`config.mk`:
```
export PLATFORM = sky130hd
export DESIGN_NAME = mult_div_unit_flat
export DESIGN_NICKNAME = d
export VERILOG_FILES = /design/src/rtl/mult_div_unit_if.sv /design/src/rtl/mult_div_unit.sv /design/src/flat_wrapper.sv
export SDC_FILE = /design/constraint.sdc
export NUM_CORES = 1
export LEC_CHECK = 0
export ABC_AREA = 1
export CAP_MARGIN = 20
export CORE_MARGIN = 4
export CORE_UTILIZATION = 25
export CTS_CLUSTER_SIZE = 16
export DETAILED_ROUTE_END_ITERATION = 7
export GPL_TIMING_DRIVEN = 0
export HOLD_SLACK_MARGIN = 0.06
export PLACE_DENSITY = 0.46
export SLEW_MARGIN = 40
export SYNTH_ARGS = -nofsm -noshare
export SYNTH_HDL_FRONTEND = slang
export SYNTH_SLANG_ARGS = --single-unit
```
`constraint.sdc`:
```
create_clock -name clk -period 8.6 [get_ports clk]
set_clock_uncertainty 0.1 [all_clocks]
set_input_delay 1.72 -clock clk [delete_from_list [all_inputs] [get_ports clk]]
set_output_delay 1.72 -clock clk [all_outputs]
set_load 0.05 [all_outputs]
```
`src/rtl/mult_div_unit_if.sv`:
```
// Handshake/data bundle between the multi-cycle controller and mult_div_unit.
// master: controller side (drives start/op/operands/MTHI/MTLO); slave: the unit.
interface mult_div_unit_if #(
  parameter int N = 32
);
  logic         start;
  logic [1:0]   op;
  logic [N-1:0] opA;
  logic [N-1:0] opB;
  logic         hi_wr;
  logic         lo_wr;
  logic [N-1:0] wr_data;
  logic         busy;
  logic         done;
  logic         div_by_zero;
  logic [N-1:0] hi;
  logic [N-1:0] lo;

  modport master (
    output start, op, opA, opB,
    output hi_wr, lo_wr, wr_data,
    input  busy, done, div_by_zero,
    input  hi, lo
  );

  modport slave (
    input  start, op, opA, opB,
    input  hi_wr, lo_wr, wr_data,
    output busy, done, div_by_zero,
    output hi, lo
  );
endinterface

```
`src/rtl/mult_div_unit.sv`:
```
// Iterative MIPS multiply/divide unit, one result bit per cycle, HI/LO pair.
// Ports: clk, rst (async high), bus (slave: start/op/opA/opB, MTHI/MTLO, busy/done/dbz, hi/lo).
module mult_div_unit #(
  parameter int N = 32
) (
  input  logic             clk,
  input  logic             rst,
  mult_div_unit_if.slave   bus
);
  localparam int CW = $clog2(N);

  typedef enum logic [1:0] {
    S_IDLE,
    S_RUN,
    S_DONE
  } state_t;

  state_t        r_state;
  logic          r_div;
  logic          r_neg;
  logic          r_rneg;
  logic          r_dz;
  logic [N-1:0]  r_b;
  logic [N-1:0]  r_a_raw;
  logic [N-1:0]  r_ph;
  logic [N-1:0]  r_pl;
  logic [CW-1:0] r_cnt;
  logic [N-1:0]  r_hi;
  logic [N-1:0]  r_lo;
  logic          r_busy;
  logic          r_done;
  logic          r_dbz;

  logic          w_a_neg;
  logic          w_b_neg;
  logic [N-1:0]  w_a_abs;
  logic [N-1:0]  w_b_abs;
  logic [N:0]    w_sum;
  logic [N-1:0]  w_mul_ph;
  logic [N-1:0]  w_mul_pl;
  logic [N:0]    w_shift;
  logic          w_qbit;
  logic [N-1:0]  w_diff;
  logic [N-1:0]  w_div_ph;
  logic [N-1:0]  w_div_pl;
  logic [N-1:0]  w_nph;
  logic [N-1:0]  w_npl;
  logic [2*N-1:0] w_prod;
  logic [2*N-1:0] w_prod_fix;
  logic [N-1:0]  w_q;
  logic [N-1:0]  w_r;
  logic [N-1:0]  w_res_hi;
  logic [N-1:0]  w_res_lo;

  // Magnitudes; signs only matter for MULT/DIV (op[0]).
  assign w_a_neg = bus.op[0] & bus.opA[N-1];
  assign w_b_neg = bus.op[0] & bus.opB[N-1];
  assign w_a_abs = w_a_neg ? -bus.opA : bus.opA;
  assign w_b_abs = w_b_neg ? -bus.opB : bus.opB;

  // Shift-add: r_ph:r_pl is the running product, r_pl
  // starts as the multiplier and drains out to the right.
  assign w_sum    = {1'b0, r_ph} + (r_pl[0] ? {1'b0, r_b} : '0);
  assign w_mul_ph = w_sum[N:1];
  assign w_mul_pl = {w_sum[0], r_pl[N-1:1]};

  // Restoring divide: r_ph is the partial remainder,
  // r_pl shifts dividend bits out and quotient bits in.
  assign w_shift  = {r_ph, r_pl[N-1]};
  assign w_qbit   = (w_shift >= {1'b0, r_b});
  // Difference is below r_b when taken, so N bits suffice.
  assign w_diff   = w_shift[N-1:0] - r_b;
  assign w_div_ph = w_qbit ? w_diff : w_shift[N-1:0];
  assign w_div_pl = {r_pl[N-2:0], w_qbit};

  assign w_nph = r_div ? w_div_ph : w_mul_ph;
  assign w_npl = r_div ? w_div_pl : w_mul_pl;

  assign w_prod     = {w_nph, w_npl};
  assign w_prod_fix = r_neg ? -w_prod : w_prod;
  assign w_q        = r_neg ? -w_npl : w_npl;
  assign w_r        = r_rneg ? -w_nph : w_nph;

  // Zero divisor bypasses the datapath result entirely.
  always_comb begin
    w_res_hi = w_prod_fix[2*N-1:N];
    w_res_lo = w_prod_fix[N-1:0];
    if (r_div) begin
      if (r_dz) begin
        w_res_hi = r_a_raw;
        w_res_lo = '1;
      end else begin
        w_res_hi = w_r;
        w_res_lo = w_q;
      end
    end
  end

  always_ff @(posedge clk or posedge rst) begin
    if (rst) begin
      r_state <= S_IDLE;
      r_div   <= 1'b0;
      r_neg   <= 1'b0;
      r_rneg  <= 1'b0;
      r_dz    <= 1'b0;
      r_b     <= '0;
      r_a_raw <= '0;
      r_ph    <= '0;
      r_pl    <= '0;
      r_cnt   <= '0;
      r_hi    <= '0;
      r_lo    <= '0;
      r_busy  <= 1'b0;
      r_done  <= 1'b0;
      r_dbz   <= 1'b0;
    end else begin
      r_done <= 1'b0;
      r_dbz  <= 1'b0;
      unique case (r_state)
        S_RUN: begin
          r_ph  <= w_nph;
          r_pl  <= w_npl;
          r_cnt <= r_cnt + 1'b1;
          if (r_cnt == CW'(N-1)) begin
            r_state <= S_DONE;
            r_busy  <= 1'b0;
            r_done  <= 1'b1;
            r_dbz   <= r_dz;
            r_hi    <= w_res_hi;
            r_lo    <= w_res_lo;
          end
        end
        default: begin
          if (bus.hi_wr) r_hi <= bus.wr_data;
          if (bus.lo_wr) r_lo <= bus.wr_data;
          if (bus.start) begin
            r_state <= S_RUN;
            r_busy  <= 1'b1;
            r_div   <= bus.op[1];
            r_neg   <= w_a_neg ^ w_b_neg;
            r_rneg  <= w_a_neg;
            r_dz    <= bus.op[1] & (bus.opB == '0);
            r_b     <= w_b_abs;
            r_a_raw <= bus.opA;
            r_ph    <= '0;
            r_pl    <= w_a_abs;
            r_cnt   <= '0;
          end else begin
            r_state <= S_IDLE;
          end
        end
      endcase
    end
  end

  assign bus.busy        = r_busy;
  assign bus.done        = r_done;
  assign bus.div_by_zero = r_dbz;
  assign bus.hi          = r_hi;
  assign bus.lo          = r_lo;
endmodule

```
`src/flat_wrapper.sv`:
```
// flat-port wrapper written by rule: the top's interface ports become plain ports
module mult_div_unit_flat 
#(
  parameter int N = 32
)
  (clk, rst, bus_start, bus_op, bus_opA, bus_opB, bus_hi_wr, bus_lo_wr, bus_wr_data, bus_busy, bus_done, bus_div_by_zero, bus_hi, bus_lo);
  mult_div_unit_if #(.N(N)) bus_i ();
  input  logic clk;
  input  logic rst;
  input wire logic [$bits(bus_i.start)-1:0] bus_start;
  input wire logic [$bits(bus_i.op)-1:0] bus_op;
  input wire logic [$bits(bus_i.opA)-1:0] bus_opA;
  input wire logic [$bits(bus_i.opB)-1:0] bus_opB;
  input wire logic [$bits(bus_i.hi_wr)-1:0] bus_hi_wr;
  input wire logic [$bits(bus_i.lo_wr)-1:0] bus_lo_wr;
  input wire logic [$bits(bus_i.wr_data)-1:0] bus_wr_data;
  output wire logic [$bits(bus_i.busy)-1:0] bus_busy;
  output wire logic [$bits(bus_i.done)-1:0] bus_done;
  output wire logic [$bits(bus_i.div_by_zero)-1:0] bus_div_by_zero;
  output wire logic [$bits(bus_i.hi)-1:0] bus_hi;
  output wire logic [$bits(bus_i.lo)-1:0] bus_lo;
  assign bus_i.start = bus_start;
  assign bus_i.op = bus_op;
  assign bus_i.opA = bus_opA;
  assign bus_i.opB = bus_opB;
  assign bus_i.hi_wr = bus_hi_wr;
  assign bus_i.lo_wr = bus_lo_wr;
  assign bus_i.wr_data = bus_wr_data;
  assign bus_busy = bus_i.busy;
  assign bus_done = bus_i.done;
  assign bus_div_by_zero = bus_i.div_by_zero;
  assign bus_hi = bus_i.hi;
  assign bus_lo = bus_i.lo;
  mult_div_unit #(.N(N)) u_core (.clk(clk), .rst(rst), .bus(bus_i));
endmodule
```
## Word-level counts from Yosys, hierarchy flattened

Cells that the tools add are included.

- Bits in registers: 206
- Input bits: 103
- Word-level logic and storage cells: 75

- $add $sub $neg: 8
- $lt $le $gt $ge: 1
- Eq/ne operators: 3
- Multiplexer cells: 35
- Bitwise operators: 5
- Reductions and logical operators: 8

Operator list:

| kind | number |
|---|---|
| 32-bit 2-to-1 mux | 22 |
| 32-bit negation | 4 |
| 64-bit 2-to-1 mux | 1 |
| 64-bit negation | 1 |
| 32-bit by 33-bit adder with 33-bit output | 1 |
| 33-bit by 32-bit >= comparator with 1-bit output | 1 |
| 32-bit logical NOT | 1 |
| 32-bit subtractor | 1 |
| 5-bit 2-to-1 mux | 2 |
| 1-bit 2-to-1 mux | 8 |
| 2-bit AND reduction | 4 |
| 2-bit nonzero test | 3 |
| 5-bit by 1-bit adder with 5-bit output (second input constant) | 1 |
| 5-bit == test (second input constant) | 1 |
| 2-bit 2-to-1 mux | 2 |
| 1-bit AND | 3 |
| 2-bit by 1-bit == test with 1-bit output (second input constant) | 1 |
| 2-bit by 1-bit != test with 1-bit output (second input constant) | 1 |
| 1-bit inverter | 1 |
| 1-bit bitwise XOR | 1 |

## Depth between registers and ports, before layout

Gate-level depths: netlist of run 1.

- Depth in word-level cells: 9
- Mapped depth: 33

## Worst setup path before layout of run 1

OpenSTA, ideal clock, no wires.

- Path kind: input to register
- Start point: input bus_opA[1]
- End point: register u_core.r_pl[28]
- Arrival: 3.893 ns
- Data required time: 8.375 ns
- Path slack: 4.482 ns
- Stages on the path: 19
- Buffers on the path: 0
- Cell sequence: inv_1 ha_1 nand2_1 nor2_1 nand2_1 nor3_2 nand2_1 nor3_2 nand3_1 nor2_1 nand3_1 nor3_2 nand3_1 inv_1 nand3_1 nor3_2 nor2_1 a31oi_1 o21ai_1

- Cells in the longest elaborated chain, start to end: 4

Ends and longest elaborated chain:

| element | line | RTL |
|---|---|---|
| start, declared | flat_wrapper.sv:12 | `input wire logic [$bits(bus_i.opA)-1:0] bus_opA;` |
| 32-bit negation | mult_div_unit.sv:58 | `assign w_a_abs = w_a_neg ? -bus.opA : bus.opA;` |
| 32-bit 2-to-1 mux | mult_div_unit.sv:58 |  |
| 32-bit 2-to-1 mux | mult_div_unit.sv:136 | `if (bus.start) begin` |
| 32-bit 2-to-1 mux | mult_div_unit.sv:119 | `unique case (r_state)` |
| end signal, assigned | mult_div_unit.sv:122 | `r_pl <= w_npl;` |
| end signal, assigned | mult_div_unit.sv:146 | `r_pl <= w_a_abs;` |
| end, declared | mult_div_unit.sv:26 | `logic [N-1:0] r_pl;` |

Every way passes these cells. The select of a mux whose other input is x is not followed.
A chain may end at the register's enable or synchronous reset.

## Worst setup path after layout of run 1

- Start point: register u_core.r_pl[0]
- End point: register u_core.r_hi[29] (netlist: u_core.bus.hi[29])

- Cells in the longest elaborated chain, start to end: 9
- Elaborated cells on any way between the ends: 12

Ends and longest elaborated chain:

| element | line | RTL |
|---|---|---|
| 32-bit 2-to-1 mux | mult_div_unit.sv:63 | `assign w_sum = {1'b0, r_ph} + (r_pl[0] ? {1'b0, r_b} : '0);` |
| 32-bit by 33-bit adder with 33-bit output | mult_div_unit.sv:63 |  |
| 32-bit 2-to-1 mux | mult_div_unit.sv:76 | `assign w_nph = r_div ? w_div_ph : w_mul_ph;` |
| 32-bit negation | mult_div_unit.sv:82 | `assign w_r = r_rneg ? -w_nph : w_nph;` |
| 32-bit 2-to-1 mux | mult_div_unit.sv:82 |  |
| 32-bit 2-to-1 mux | mult_div_unit.sv:89 | `if (r_dz) begin` |
| 32-bit 2-to-1 mux * | mult_div_unit.sv:88 | `if (r_div) begin` |
| 32-bit 2-to-1 mux * | mult_div_unit.sv:124 | `if (r_cnt == CW'(N-1)) begin` |
| 32-bit 2-to-1 mux * | mult_div_unit.sv:119 |  |
| end signal, assigned | mult_div_unit.sv:129 | `r_hi <= w_res_hi;` |
| end signal, assigned | mult_div_unit.sv:134 | `if (bus.hi_wr) r_hi <= bus.wr_data;` |
| end, declared | mult_div_unit.sv:28 | `logic [N-1:0] r_hi;` |

Mark *: on every way between the ends. The rest lies on a longest branch, timed or not. The select of a mux whose other input is x is not followed.

==> out/results.md, run 1 <==
| Result | Value |
|:---|:---|
| Status | finished, final reports clean |
| Post-CTS setup buffers | 0 |
| Cell types occupying the most area after synthesis | sky130_fd_sc_hd__dfrtp_1, sky130_fd_sc_hd__nand2_1, sky130_fd_sc_hd__inv_1 |
| Number of distinct library cells after synthesis | 63 |
| Number of nets in the final layout | 3590 |
| Maximum fanout along the worst path | 6 |
| Crit path arrival time | 5860 ps |
| TritonCTS Buffers | 26 |
| Maximum number of pins on one net before global-route repair | 67 |
| Overall routing resource usage | 24.0% |
| Area of the placeable core | 0.0776 mm2 |
| Crit share post-route | 63.8% |
| Max-capacitance violation count | 0 |
| Via count of the first global-routing pass | 21000 |
| Clk pin slew, worst setup/hold paths | 60 ps |
| Number of port buffers | 169 |
| Hold Violations, Final | 0 |
| Worst-case clock buffer depth | 3 |
| Crit path top cell by count | sky130_fd_sc_hd__nand2_1 |
| First-pass GRT wire length | 147 mm |
| Relative slew margins | 41.5% |
| Library cell occupying the most area in the post-synthesis netlist | sky130_fd_sc_hd__dfrtp_1 |
| Unrepaired setup endpoints after global routing | no |
| FF+latch count, synth | 206 |
| Drt first-iter violations | 2486 |
| Standard-cell row count | 102 |
| Initial Util | 25.2% |
| Quantity of hold-fixing buffers added after cts | 0 |
| Dpl hpwl | 84.9 mm |
| Die boundary height | 288 um |
| Width of the chip | 288 um |
| Sequential fraction of the synthesis area | 26.3% |
| Number of synthesized flops with an enable pin | 0 |
| Clock sinks | 206 |
| Synth Area per Inst | 6.09 um2 |
| Share of flip-flops with an asynchronous set or reset after synthesis | 100% |
| Critical Path End Type | register |
| Overall die area | 0.0828 mm2 |
| Resized Gates After CTS | 0 |
| Sum of routed wire length over all layers | 102 mm |
| Top-Level Pins | 170 |
| CTS tree | yes |
| Final hold slack | 396 ps |
| Antenna violations before repair | 1 |
| Syn Std Cell Area | 0.0196 mm2 |
| Highest-delay cell along the critical path | sky130_fd_sc_hd__clkbuf_1 |
| Slew at the pin closest to its max-slew limit | 869 ps |
| Clock insertion delay at the later pin of the skew report | 590 ps |
| Worst path max stage delay | 530 ps |
| Total congestion overflow | 0 |
| Diodes inserted | 0 |
| Fraction of post-synthesis cell area in the top cell type by area | 26.3% |
| WP data required | 8980 ps |
| Post-synthesis cell count | 3213 |
| Vias | 22600 |
| Post-route minimum period | 5480 ps |
| Layout cells sized above 1 | 6.20% |
| GP Congestion | 1.01 |
| Total count of max-transition violations in the final report | 0 |
| P&R area growth vs syn | 20.5% |
| Number of non-filler instances in the completed layout | 4475 |
| # setup viols final | 0 |
| Highest clock frequency the design can meet | 0.182 GHz |
| Post-route ant nets | 0 |
| DRC violations left | 0 |
| Worst min-delay path class | reg2reg |
| Master cell of the clock root buffer | sky130_fd_sc_hd__clkbuf_16 |
| Crit path launch type | register |
| Warnings, synthesis | 0 |
| Count of TritonRoute iterations in the first routing pass | 8 |
| Vias per cell | 5.06 |
| Number of H-tree branching levels | 1 |
| Avg WL per Cell | 22.8 um |
| Start-to-end type of the worst setup path | reg2reg |
| Synthesized Nets | 3388 |
| Top FF cell, synth | sky130_fd_sc_hd__dfrtp_1 |
| Placed cell count | 4427 |
[registers in the layout, summed over array words and instances, names as in the netlist]
| name | flops |
|---|---|
| u_core.bus.hi | 32 |
| u_core.bus.lo | 32 |
| u_core.r_a_raw | 32 |
| u_core.r_b | 32 |
| u_core.r_ph | 32 |
| u_core.r_pl | 32 |
| u_core.r_cnt | 5 |
| u_core.r_state | 2 |
| u_core.bus.busy | 1 |
| u_core.bus.div_by_zero | 1 |
| u_core.bus.done | 1 |
| u_core.r_div | 1 |
| u_core.r_dz | 1 |
| u_core.r_neg | 1 |
| u_core.r_rneg | 1 |
[worst paths after layout]
path / startpoint / endpoint / slack (ps) / cells after the start
setup reg to reg: u_core.r_pl[0]$_DFFE_PP0P_ / u_core.bus.hi[29]$_DFFE_PP0P_ / 3120 / 26
hold / removal: u_core.bus.hi[3]$_DFFE_PP0P_ / u_core.bus.hi[3]$_DFFE_PP0P_ / 400 / 2
max in group asynchronous: rst / u_core.bus.hi[25]$_DFFE_PP0P_ / 5630 / 6
hold reg to reg: u_core.bus.hi[3]$_DFFE_PP0P_ / u_core.bus.hi[3]$_DFFE_PP0P_ / 400 / 2
min in group asynchronous: rst / u_core.r_b[12]$_DFFE_PP0P_ / 1520 / 3
setup / recovery: u_core.r_pl[0]$_DFFE_PP0P_ / u_core.bus.hi[29]$_DFFE_PP0P_ / 3120 / 26
[final cells by class]
| class | count | area (um2) |
|---|---|---|
| fillers | 8909 | 54000 |
| multi-input cells | 2406 | 12000 |
| flip-flops and latches | 206 | 5150 |
| inverters | 485 | 1830 |
| repair buffers | 174 | 1810 |
| well taps | 1040 | 1300 |
| clock buffers | 37 | 722 |
| plain buffers | 116 | 567 |
| clock inverters | 11 | 154 |
[synth_stat cells, types with 16 or more instances]
library cell / instances
sky130_fd_sc_hd__nand3_1: 247
sky130_fd_sc_hd__nand3_2: 17
sky130_fd_sc_hd__a31oi_1: 27
sky130_fd_sc_hd__dfrtp_1: 206
sky130_fd_sc_hd__nor2_2: 30
sky130_fd_sc_hd__o21ai_0: 197
sky130_fd_sc_hd__clkbuf_1: 72
sky130_fd_sc_hd__xor2_1: 41
sky130_fd_sc_hd__a21oi_1: 198
sky130_fd_sc_hd__nand2_1: 914
sky130_fd_sc_hd__o22ai_1: 25
sky130_fd_sc_hd__inv_1: 466
sky130_fd_sc_hd__o31ai_1: 16
sky130_fd_sc_hd__nor3_1: 35
sky130_fd_sc_hd__nand4_1: 57
sky130_fd_sc_hd__nor2_1: 352
sky130_fd_sc_hd__inv_2: 16
sky130_fd_sc_hd__nand2_2: 19
sky130_fd_sc_hd__o21ai_1: 20
sky130_fd_sc_hd__ha_1: 70
[layout by cell type, fill, tap and decap left out, drive strengths merged, types with 70 or more instances in the layout]
cell / n
a21oi: 203
o21ai: 221
nand2: 937
dfrtp: 206
nand3: 266
clkdlybuf4s50: 169
inv: 484
nor2: 392
ha: 70
clkbuf: 109
[per-stage QoR]
stage | instance area, um2 | utilization (%) | worst slack (ps) | TNS [ps]
2_1_floorplan | 19600 | - | 1160 | 0
3_3_place_gp | 22600 | 29.1 | -2530 | -510040
3_5_place_dp | 22700 | 29.3 | 3200 | 0
4_1_cts | 23600 | 30.4 | 3280 | 0
5_1_grt | 23600 | 30.4 | 2770 | 0
6_report | 23600 | 30.4 | 3120 | 0
[worst max-delay path, delay by kind of cell, from the launching register on]
kind                     cells  cell delay (ps)
AND/OR/NAND/NOR             14             1870
buffers and inverters        5             1160
flip-flops                   1              340
adder cells (fa/ha/maj)      2              870
AO/OA/AOI/OAI                5             1010
[logic make-up (layout without fill, tap and decap cells)]
logic type | count (synthesis) | count (layout) | share of synthesized area, %
buffers and inverters | 601 | 823 | 12.2
XOR/XNOR | 54 | 54 | 2.42
adder cells (fa/ha/maj) | 72 | 72 | 4.68
flip-flops | 206 | 206 | 26.3
AO/OA/AOI/OAI | 552 | 552 | 15.9
AND/OR/NAND/NOR | 1728 | 1728 | 38.5
[layer usage]
layer  vias up  part of all wire [%]  wire length, um  global-route usage (%)
li1      10800                     -                -                       -
met1     10800                    45            46500                    34.2
met2       926                    43            44300                    36.9
met3       158                   7.8             8000                    4.05
met4         0                   3.4             3510                    7.26
met5         -                     0                0                       0
Power of run 1 is not shown: default switching activity piles up to over one toggle a cycle in this logic, so the estimate is an artifact.
==> run 2: changes to the inputs <==
==> constraint.sdc (replaced) <==
create_clock -name clk -period 5.35 [get_ports clk]
set_clock_uncertainty 0.1 [all_clocks]
set_input_delay 1.07 -clock clk [delete_from_list [all_inputs] [get_ports clk]]
set_output_delay 1.07 -clock clk [all_outputs]
set_load 0.05 [all_outputs]
==> run 2 against run 1 <==
- the flow now finishes with violations (design-rule violations)
- setup slack got worse by 3000 ps
- routed wire length increased by 0.92%
- non-clock buffer count increased by 6
- global-route usage increased by 0.24 points
- critical endpoint is now u_core.bus.hi[30]$_DFFE_PP0P_
==> out/results.md, run 2 (synthesis results as in run 1) <==
| Result | Value |
|:---|:---|
| Crit path launch type | register |
| Crit path top cell by count | sky130_fd_sc_hd__nand2_1 |
| Crit share post-route | 96.9% |
| Relative slew margins | 37.5% |
| Overall routing resource usage | 24.2% |
| Worst min-delay path class | reg2reg |
| DRC violations left | 4 |
| Die boundary height | 288 um |
| WP data required | 5760 ps |
| Worst-case clock buffer depth | 3 |
| Top-Level Pins | 170 |
| Vias | 22700 |
| Drt first-iter violations | 2480 |
| Worst path max stage delay | 680 ps |
| Crit path arrival time | 5600 ps |
| Filler cell count in the final layout | 8825 |
| Hold path depth | 2 |
| Number of nets in the final layout | 3596 |
| Hold Violations, Final | 0 |
| First-pass GRT wire length | 148 mm |
| Post-route minimum period | 5190 ps |
| Width of the chip | 288 um |
| Most common cell after layout, fill and taps aside | sky130_fd_sc_hd__nand2_1 |
| Placed cell count | 4434 |
| Quantity of hold-fixing buffers added after cts | 0 |
| Top library cells by usage in the layout, fill and taps aside | sky130_fd_sc_hd__nand2_1, sky130_fd_sc_hd__inv_1, sky130_fd_sc_hd__nor2_1, sky130_fd_sc_hd__nand3_1, sky130_fd_sc_hd__dfrtp_1 |
| Master cell of the clock root buffer | sky130_fd_sc_hd__clkbuf_16 |
| Worst reg-to-reg path cell count | 29 |
| TritonCTS Buffers | 26 |
| Sum of routed wire length over all layers | 103 mm |
| Number of port buffers | 169 |
| Clock sinks | 206 |
| Setup TNS | 0 ps |
| CTS tree | yes |
| Standard-cell row count | 102 |
| Status | complete, but fails checks |
| P&R area growth vs syn | 21.3% |
| Violated checks | design-rule violations |
| Post-route ant nets | 0 |
| Resized Gates After CTS | 0 |
| Dpl hpwl | 86.4 mm |
| Slew at the pin closest to its max-slew limit | 928 ps |
| Post-CTS setup buffers | 0 |
| Unrepaired setup endpoints after global routing | no |
| Antenna violations before repair | 2 |
| Number of H-tree branching levels | 1 |
| Maximum fanout along the worst path | 5 |
| Count of TritonRoute iterations in the first routing pass | 8 |
| Max-capacitance violation count | 0 |
| Via count of the first global-routing pass | 21100 |
| Clock insertion delay at the later pin of the skew report | 580 ps |
| Total count of max-transition violations in the final report | 0 |
| Highest-delay cell along the critical path | sky130_fd_sc_hd__dfrtp_1 |
| GP Congestion | 0.982 |
| Area of the placeable core | 0.0776 mm2 |
| Avg WL per Cell | 23.0 um |
| Vias per cell | 5.06 |
| Initial Util | 25.2% |
| Layout cells sized above 1 | 6.60% |
| Total congestion overflow | 0 |
| Overall die area | 0.0828 mm2 |
| Maximum number of pins on one net before global-route repair | 24 |
| Start-to-end type of the worst setup path | reg2reg |
| Clk pin slew, worst setup/hold paths | 60 ps |
| # setup viols final | 0 |
| Critical Path End Type | register |
| Highest clock frequency the design can meet | 0.193 GHz |
| Number of non-filler instances in the completed layout | 4480 |
-- run 2: cell types whose count changed in the layout (fill, tap and decap cells not counted), moves of 2 or more --
cell	change
sky130_fd_sc_hd__buf_16	+4
sky130_fd_sc_hd__clkbuf_1	-2
sky130_fd_sc_hd__bufinv_16	-2
sky130_fd_sc_hd__dfrtp_2	+5
sky130_fd_sc_hd__buf_12	+3
sky130_fd_sc_hd__clkinv_4	+2
sky130_fd_sc_hd__dfrtp_1	-5
-- run 2: path summary, 6_finish.rpt --
path / start / end / slack, ps
hold reg to reg: u_core.bus.hi[15]$_DFFE_PP0P_ / u_core.bus.hi[15]$_DFFE_PP0P_ / 390
min in group asynchronous: rst / u_core.bus.hi[31]$_DFFE_PP0P_ / 730
setup / recovery: u_core.r_ph[16]$_DFFE_PP0P_ / u_core.bus.hi[30]$_DFFE_PP0P_ / 160
hold / removal: u_core.bus.hi[15]$_DFFE_PP0P_ / u_core.bus.hi[15]$_DFFE_PP0P_ / 390
max in group asynchronous: rst / u_core.r_b[25]$_DFFE_PP0P_ / 3050
setup reg to reg: u_core.r_ph[16]$_DFFE_PP0P_ / u_core.bus.hi[30]$_DFFE_PP0P_ / 160
-- run 2: cell type report --
type / count / area (um2) / share of cell area, %
multi-input cells: 2406 / 12100 / 50.8
flip-flops and latches: 206 / 5160 / 21.7
repair buffers: 181 / 1990 / 8.37
inverters: 485 / 1820 / 7.69
well taps: 1040 / 1300 / 5.48
clock buffers: 36 / 728 / 3.07
plain buffers: 115 / 562 / 2.37
clock inverters: 10 / 106 / 0.448
diodes: 1 / 2.50 / 0.0105
-- run 2: critical path: cells and delay by family, from the launching register on --
family | cells | cell delay [ps]
simple gates | 24 | 3130
flops | 1 | 680
fa+ha+maj | 2 | 660
compound gates | 2 | 400
buf+inv | 1 | 110
-- run 2: metal layers --
layer  part of all wire [%]  routed length (um)  track usage [%]
met4                    3.2                3260             6.51
met2                     44               45300             37.9
met3                    7.5                7730             3.53
met5                      0                   0                0
met1                     45               46800             34.7
-- run 2: through the flow --
| step | area (um2) | hold slack (ps) | setup WS, ps | utilization, % |
|---|---|---|---|---|
| 6_report | 23700 | 389 | 164 | 30.6 |
| 5_1_grt | 23700 | 415 | 6.48 | 30.6 |
| 4_1_cts | 23700 | 387 | 166 | 30.6 |
| 3_5_place_dp | 22900 | 371 | -14.5 | 29.5 |
| 3_3_place_gp | 22600 | 364 | -702 | 29.1 |
| 2_1_floorplan | 19600 | 337 | 1510 | - |
Power of run 2 is left out for the same reason.
==> run 3: changes to the inputs <==
==> constraint.sdc (replaced) <==
create_clock -name clk -period 6.6 [get_ports clk]
set_clock_uncertainty 0.1 [all_clocks]
set_input_delay 1.32 -clock clk [delete_from_list [all_inputs] [get_ports clk]]
set_output_delay 1.32 -clock clk [all_outputs]
set_load 0.05 [all_outputs]
==> run 3 against run 2 <==
- the run now ends clean
- global-route usage about the same
- critical path depth is the same
- sequential share of layout area barely moved
- maximum frequency decreased by 6.4%
- routed wire length is essentially flat
- setup slack better by 890 ps
- flip-flop and latch count stayed put
- final cell count is the same
- via count is 0.77% lower
- critical path type unchanged
==> out/results.md, run 3 (synthesis results as in run 1) <==
| Result | Value |
|:---|:---|
| Clk pin slew, worst setup/hold paths | 60 ps |
| Vias | 22500 |
| Status | finished, final reports clean |
| Via count of the first global-routing pass | 21100 |
| Master cell of the clock root buffer | sky130_fd_sc_hd__clkbuf_16 |
| P&R area growth vs syn | 21.2% |
| Top-Level Pins | 170 |
| Max-capacitance violation count | 0 |
| Width of the chip | 288 um |
| GP Congestion | 0.982 |
| Top library cells by usage in the layout, fill and taps aside | sky130_fd_sc_hd__nand2_1, sky130_fd_sc_hd__inv_1, sky130_fd_sc_hd__nor2_1, sky130_fd_sc_hd__nand3_1, sky130_fd_sc_hd__dfrtp_1 |
| Total congestion overflow | 0 |
| Avg WL per Cell | 23.0 um |
| Start-to-end type of the worst setup path | reg2reg |
| Initial Util | 25.2% |
| Post-Place Worst Slack | 1240 ps |
| Overall routing resource usage | 24.2% |
| TritonCTS Buffers | 26 |
| Vias per cell | 5.03 |
| Crit share post-route | 84.0% |
| Clock sinks | 206 |
| Worst-case clock buffer depth | 3 |
| Crit path arrival time | 5970 ps |
| Overall die area | 0.0828 mm2 |
| Number of nets in the final layout | 3597 |
| Maximum fanout along the worst path | 6 |
| Number of port buffers | 169 |
| Worst path max stage delay | 530 ps |
| Highest-delay cell along the critical path | sky130_fd_sc_hd__fa_1 |
| Post-CTS setup buffers | 0 |
| Count of TritonRoute iterations in the first routing pass | 6 |
| Slack of the worst reg-to-reg path | 1060 ps |
| Setup WS post-layout | 1060 ps |
| Slew at the pin closest to its max-slew limit | 925 ps |
| Dpl hpwl | 86.4 mm |
| Highest clock frequency the design can meet | 0.180 GHz |
| Total count of max-transition violations in the final report | 0 |
| Quantity of hold-fixing buffers added after cts | 0 |
| First-pass GRT wire length | 148 mm |
| Number of H-tree branching levels | 1 |
| Die boundary height | 288 um |
| Post-route minimum period | 5540 ps |
| Crit path launch type | register |
| Diodes inserted | 0 |
| Setup TNS | 0 ps |
| Sum of routed wire length over all layers | 103 mm |
| CTS tree | yes |
| Layout cells sized above 1 | 6.40% |
| Crit path top cell by count | sky130_fd_sc_hd__nand2_1 |
| Unrepaired setup endpoints after global routing | no |
| Most common cell after layout, fill and taps aside | sky130_fd_sc_hd__nand2_1 |
| WP data required | 7030 ps |
| Relative slew margins | 38.3% |
| Worst min-delay path class | reg2reg |
| Buffers plus inverters on the worst setup path | 4 |
| Resized Gates After CTS | 0 |
| Kind of cell adding the most delay to the critical path | simple AND/OR/NAND/NOR gates |
| Post-route ant nets | 0 |
| Final hold slack | 390 ps |
| Hold Violations, Final | 0 |
| Standard-cell row count | 102 |
| Antenna violations before repair | 2 |
| # setup viols final | 0 |
| Clock insertion delay at the later pin of the skew report | 580 ps |
| DRC violations left | 0 |
| Maximum number of pins on one net before global-route repair | 24 |
| Critical Path End Type | register |
| Drt first-iter violations | 2465 |
| Area of the placeable core | 0.0776 mm2 |
[run 3: metal layers]
| layer | track usage, % | wire, um | vias up |
|---|---|---|---|
| met2 | 37.9 | 45400 | 830 |
| met5 | 0 | 0 | - |
| met1 | 34.7 | 47500 | 10700 |
| met4 | 6.45 | 3070 | 0 |
| li1 | - | - | 10800 |
| met3 | 3.59 | 7150 | 142 |
[run 3: cell type report]
type | count | area (um2)
Fill cell | 8827 | 53900
Multi-Input combinational cell | 2406 | 12100
Sequential cell | 206 | 5150
Timing Repair Buffer | 181 | 1990
Inverter | 485 | 1820
Tap cell | 1040 | 1300
Clock buffer | 36 | 728
Buffer | 116 | 566
Clock inverter | 10 | 106
[run 3: worst register-to-register path, delay by kind of cell, from the launching register on]
family                     cells  cell delay (ps)
buffers and inverters          4              780
adders and majority gates      2              900
AOI/OAI and AO/OA              2              580
DFF                            1              320
and+or+nand+nor               21             2830
[run 3: final timing paths]
kind                                               startpoint  cells after the start                             to
max in group asynchronous                                 rst                      8     u_core.r_b[25]$_DFFE_PP0P_
worst min-delay path            u_core.bus.hi[15]$_DFFE_PP0P_                      2  u_core.bus.hi[15]$_DFFE_PP0P_
min in group asynchronous                                 rst                      2  u_core.bus.hi[20]$_DFFE_PP0P_
worst max-delay path               u_core.r_pl[0]$_DFFE_PP0P_                     29  u_core.bus.hi[15]$_DFFE_PP0P_
worst max register to register     u_core.r_pl[0]$_DFFE_PP0P_                     29  u_core.bus.hi[15]$_DFFE_PP0P_
worst min register to register  u_core.bus.hi[15]$_DFFE_PP0P_                      2  u_core.bus.hi[15]$_DFFE_PP0P_
[run 3: through the flow]
stage          instances  instance area (um2)  utilization, %
2_1_floorplan       3213                19600               -
3_3_place_gp        4422                22600            29.1
3_5_place_dp        4434                22900            29.5
4_1_cts             4480                23700            30.6
5_1_grt             4480                23700            30.6
6_report            4480                23700            30.6
Power of run 3 is left out for the same reason.
